<file path="config.mk">
export PLATFORM = sky130hd
export DESIGN_NAME = prot_seq_trig
export DESIGN_NICKNAME = d
export VERILOG_FILES = /design/src/rtl/prot_seq_trig.sv
export SDC_FILE = /design/constraint.sdc
export NUM_CORES = 1
export LEC_CHECK = 0
export BUFFER_PORTS_ARGS = -buffer_cell sky130_fd_sc_hd__buf_2
export CORE_MARGIN = 8
export CORE_UTILIZATION = 34
export DETAILED_ROUTE_END_ITERATION = 10
export PLACE_DENSITY = 0.79
export SKIP_CTS_REPAIR_TIMING = 1
export SYNTH_ARGS = -nofsm -noshare
export SYNTH_HDL_FRONTEND = slang
export SYNTH_SLANG_ARGS = --single-unit
</file>
<file path="constraint.sdc">
create_clock -name clk -period 1.85 [get_ports clk]
set_input_delay 0.185 -clock clk [delete_from_list [all_inputs] [get_ports clk]]
set_output_delay 0.185 -clock clk [all_outputs]
set_load 0.05 [all_outputs]
</file>
<file path="src/rtl/prot_seq_trig.sv">
// Multi-word protocol sequence trigger: qualifies decoded SPI/UART words against per-stage mask/match.
// Optional inter-word timeout built when PROT_SEQ_TIMEOUT_EN is defined.
module prot_seq_trig #(
    parameter int unsigned WIDTH = 16,
    parameter int unsigned DEPTH = 4,
    parameter int unsigned TO_W  = 16
) (
    input  logic                     clk,
    input  logic                     rst,
    input  logic                     arm,
    input  logic                     src_sel,
    input  logic                     trig_dis,
    input  logic                     spi_vld,
    input  logic [WIDTH-1:0]         spi_data,
    input  logic                     uart_vld,
    input  logic [7:0]               uart_data,
    input  logic [$clog2(DEPTH):0]   seq_len,
    input  logic [DEPTH*WIDTH-1:0]   mask,
    input  logic [DEPTH*WIDTH-1:0]   match,
    input  logic [TO_W-1:0]          timeout,
    output logic [$clog2(DEPTH):0]   stage,
    output logic                     protTrig
);

    localparam int unsigned SW = $clog2(DEPTH) + 1;

    typedef enum logic [1:0] {IDLE, HUNT, TRIG} state_t;

    state_t              state;
    logic                wordVld;
    logic [WIDTH-1:0]    word;
    logic [SW-1:0]       effLast;
    logic [SW-1:0]       evalStage;
    logic [(1<<SW)-1:0]  hitVec;
    logic                curHit;
    logic                expired;

    // Selected word source; UART bytes are zero-extended.
    assign wordVld = src_sel ? uart_vld : spi_vld;
    assign word    = src_sel ? WIDTH'(uart_data) : spi_data;

    // Index of the final stage after clamping seq_len into 1..DEPTH.
    always_comb begin
        effLast = '0;
        if (seq_len == '0)
            effLast = '0;
        else if (seq_len > SW'(DEPTH))
            effLast = SW'(DEPTH - 1);
        else
            effLast = seq_len - SW'(1);
    end

    // Per-stage hit flags; vector is padded to a power of two so any stage value indexes safely.
    always_comb begin
        hitVec = '0;
        for (int k = 0; k < int'(DEPTH); k++)
            hitVec[k] = ((word ^ match[k*WIDTH +: WIDTH]) & ~mask[k*WIDTH +: WIDTH]) == '0;
    end

    assign evalStage = expired ? '0 : stage;
    assign curHit    = hitVec[evalStage];

`ifdef PROT_SEQ_TIMEOUT_EN
    logic [TO_W-1:0] timer;

    assign expired = (state == HUNT) && (stage != '0) && (timeout != '0) && (timer == timeout);

    // Idle-cycle counter between accepted words; saturates instead of wrapping.
    always_ff @(posedge clk or posedge rst) begin
        if (rst)
            timer <= '0;
        else if (!arm || state != HUNT || stage == '0 || wordVld || expired || timeout == '0)
            timer <= '0;
        else if (timer != '1)
            timer <= timer + TO_W'(1);
    end
`else
    logic unusedTimeout;

    assign expired       = 1'b0;
    assign unusedTimeout = ^timeout;
`endif

    // Sequencer state, stage index and trigger output.
    always_ff @(posedge clk or posedge rst) begin
        if (rst) begin
            state    <= IDLE;
            stage    <= '0;
            protTrig <= 1'b0;
        end else if (!arm) begin
            state    <= IDLE;
            stage    <= '0;
            protTrig <= 1'b0;
        end else begin
            protTrig <= trig_dis;
            case (state)
                IDLE: begin
                    state <= HUNT;
                    stage <= '0;
                end
                HUNT: begin
                    if (wordVld) begin
                        if (curHit && evalStage >= effLast) begin
                            state    <= TRIG;
                            stage    <= effLast;
                            protTrig <= 1'b1;
                        end else if (curHit) begin
                            stage <= evalStage + SW'(1);
                        end else if (hitVec[0] && effLast == '0) begin
                            state    <= TRIG;
                            stage    <= effLast;
                            protTrig <= 1'b1;
                        end else if (hitVec[0]) begin
                            stage <= SW'(1);
                        end else begin
                            stage <= '0;
                        end
                    end else if (expired) begin
                        stage <= '0;
                    end
                end
                TRIG: begin
                    stage    <= effLast;
                    protTrig <= 1'b1;
                end
                default: begin
                    state <= IDLE;
                    stage <= '0;
                end
            endcase
        end
    end

endmodule

</file>
==> results.toml <==
[pwr]
power_density_nw_per_um2 = 418
p_leak_nw = 1.56
ir_worst_vdd_v = 0.000171
total_power_mw = 1.33

[detailed_routing]
ant_nets = 0
wirelength_um = 8650
vias_per_cell = 5.03
drt_iter0_drc = 99
wl_per_cell_um = 17.1
drc_errors = 0
drt_first_pass_iters = 4
vias = 2550

[worst_setup_path]
path_cells = "buf_8 > buf_12 > mux2i_4 > buf_6 > xor2_1 > nor2_1 > nor4_2 > nand4_1 > a32oi_4 > buf_6 > mux2_4 > o221ai_2"
arrival_ns = 2.47
path_buf_inv = 4
r2r-end = "state[0]"
reg2reg_depth = 8
crit_path_start_kind = "input pin"
cp_slowest_stage_delay_ns = 0.37
critical_path.most_common_cell = "buf_6"
slowest_stage = "nor4_2"
end_kind = "register"
r2r_start = "stage[0]"
crit_fanout = 7
cp.depth = 12
worstSetupPathType = "in -> reg"
worst-r2r-setup-slack_ns = -0.20
cp_top_family = "simple AND/OR/NAND/NOR gates"
worstPathRequired_ns = 1.99

[place]
dpl_cell_area_um2 = 3030
gp_congestion = 0.908
hpwl_um = 7590
portBuffers = 165

[floorplan]
placementRows = 27
core_um2 = 5410
die_x_um = 89.9
dieHeight_um = 89.9
num_io_pins = 182
dieArea_um2 = 8080
initial_core_util_pct = 34.4

[sta]
drv_slew = 0
fmax_mhz = 429
setup_viol = 6
hold_violations = 0
period_minus_slack_ns = 2.33
clock-skew-final_ns = 0.00174
setup_ws_ns = -0.480
relSlewSlack_pct = 76.1
tightest_slew_ns = 0.355
holdWs_ns = 0.266
rsz0062_at_grt = "yes"
finalCritPeriodShare_pct = 126

[yosys]
yosysTopAreaCellShare_pct = 15.1
synthFlopType = "dfrtp_1"
yosysWarnings = 0
synth-seq-area-share_pct = 8.09
synthDistinctLibCells = 37
synth.avg_cell_area_um2 = 8.07
synth_area_leader_cell = "xnor2_1"
ys_top_cells_by_area = "xnor2_1 15%, xor2_1 15%, mux2i_4 9.7%"
ys_top_cells_by_count = "32 x xnor2_1, 32 x xor2_1, 24 x o22ai_1, 22 x nor2_1, 12 x nand2_1"
synth_edf_count = 0
syn-num-nets = 417
synth_area_um2 = 1860
yosys_register_bits = 6
async_flop_share_pct = 100
synthCells = 230

[clock_network]
clk_pin_slew_ns = 0.04
cts_inserted_buffers = 3
root_buffer = "clkbuf_8"
clkSinkCount = 6
h-tree-depth = 1
clock_latency_ns = 0.23
cts_tree = "done"
clk_path_buf_depth = 2

[global_routing]
grt_pass1_wl_um = 13400
grt_pass1_vias = 2790
track_usage_pct = 20.1
overflow = 0
antenna_found_initial = 0
grt_max_degree = 11

[finish]
fillerInstances = 508
areaGrowthSynthToFinish_pct = 71.0
antennaDiodeCount = 0
design_area_um2 = 3170
fin_nets = 623
final_layout_size_suffix_gt1_share_pct = 54.5
regArea_um2 = 151
multi_input_area_um2 = 1640

[hold_path]
min_to = "protTrig"
whs_path_depth = 3
min-delay-start = "arm"
hold_path_class = "in -> reg"

[run_status]
outcome = "finished with violations"
violations = "negative setup slack"

[job]
drv_cap = 0
==> worst max-delay path by stage <==
stage	start	to	slack, ns
final	src_sel	state[0]	-0.48
after global routing	src_sel	state[0]	-0.61
after CTS	src_sel	state[0]	-0.56
after detailed placement	src_sel	state[0]	-0.78
after global placement	src_sel	state[1]	-0.73
after floorplan	src_sel	state[0]	-0.35
==> sequential cells by signal, summed over array words and instances (netlist names) <==
name,cells
stage,3
state,2
protTrig,1
==> kinds of logic after synthesis <==
group           share of synthesized area [%]
simple gates                             17.5
compound gates                           20.1
flops                                    8.09
mux                                      13.0
xor+xnor                                 30.2
buf+inv                                  5.12
fa+ha+maj                                6.06
==> power breakdown <==
group          total, mW  switching (mW)  internal, mW
Clock              0.217          0.0676         0.149
Sequential         0.161          0.0127         0.148
Combinational      0.951           0.465         0.486
Total               1.33           0.545         0.784
==> routing by layer <==
| metal | vias to the layer above | part of all wire (%) | GRT usage, % |
|---|---|---|---|
| met5 | - | 0 | 0 |
| met4 | 0 | 2.5 | 7.21 |
| met3 | 17 | 7.0 | 3.99 |
| met2 | 131 | 53 | 38.3 |
| met1 | 1172 | 38 | 21.1 |
| li1 | 1230 | - | - |
==> placed cells by master (no fill, tap or decap), types with 2 or more instances in the layout <==
cell,synthesis,final
a21o_1,2,2
a21oi_1,4,4
a22oi_1,2,2
a31oi_1,3,3
buf_2,0,164
buf_4,0,44
buf_6,1,2
clkbuf_8,0,3
dfrtp_1,6,5
ha_1,9,9
inv_1,7,7
mux2i_1,5,4
mux2i_4,8,8
nand2_1,12,12
nand2b_1,5,5
nand3_1,6,6
nor2_1,22,22
nor2b_1,11,6
nor2b_2,0,5
nor4_1,5,4
nor4_2,1,2
o2111ai_1,3,3
o21ai_0,5,5
o221ai_1,2,2
o22ai_1,24,24
xnor2_1,32,32
xor2_1,32,32
==> stage by stage <==
| step | worst slack (ns) | std cells | util, % | setup TNS [ns] |
|---|---|---|---|---|
| 2_1_floorplan | -0.352 | 230 | - | -1.87 |
| 3_3_place_gp | -0.731 | 496 | 56.0 | -4.16 |
| 3_5_place_dp | -0.776 | 496 | 56.0 | -4.35 |
| 4_1_cts | -0.561 | 500 | 56.9 | -3.07 |
| 5_1_grt | -0.606 | 507 | 58.7 | -3.45 |
| 6_report | -0.480 | 507 | 58.7 | -2.67 |
==> tightest hold or removal path, cell delays in order <==
cell and delay (ns):
buf_2 0.15, nand2_1 0.07, o21ai_1 0.05
==> cell type report <==
cell class / instances / share of cell area (%)
clock buffer: 4 / 1.42
inverter: 7 / 0.828
multi-input combinational: 205 / 51.8
sequential: 6 / 4.77
tap: 72 / 2.84
timing repair buffer: 213 / 38.4
No activity file was read; power rests on OpenSTA's default activity.
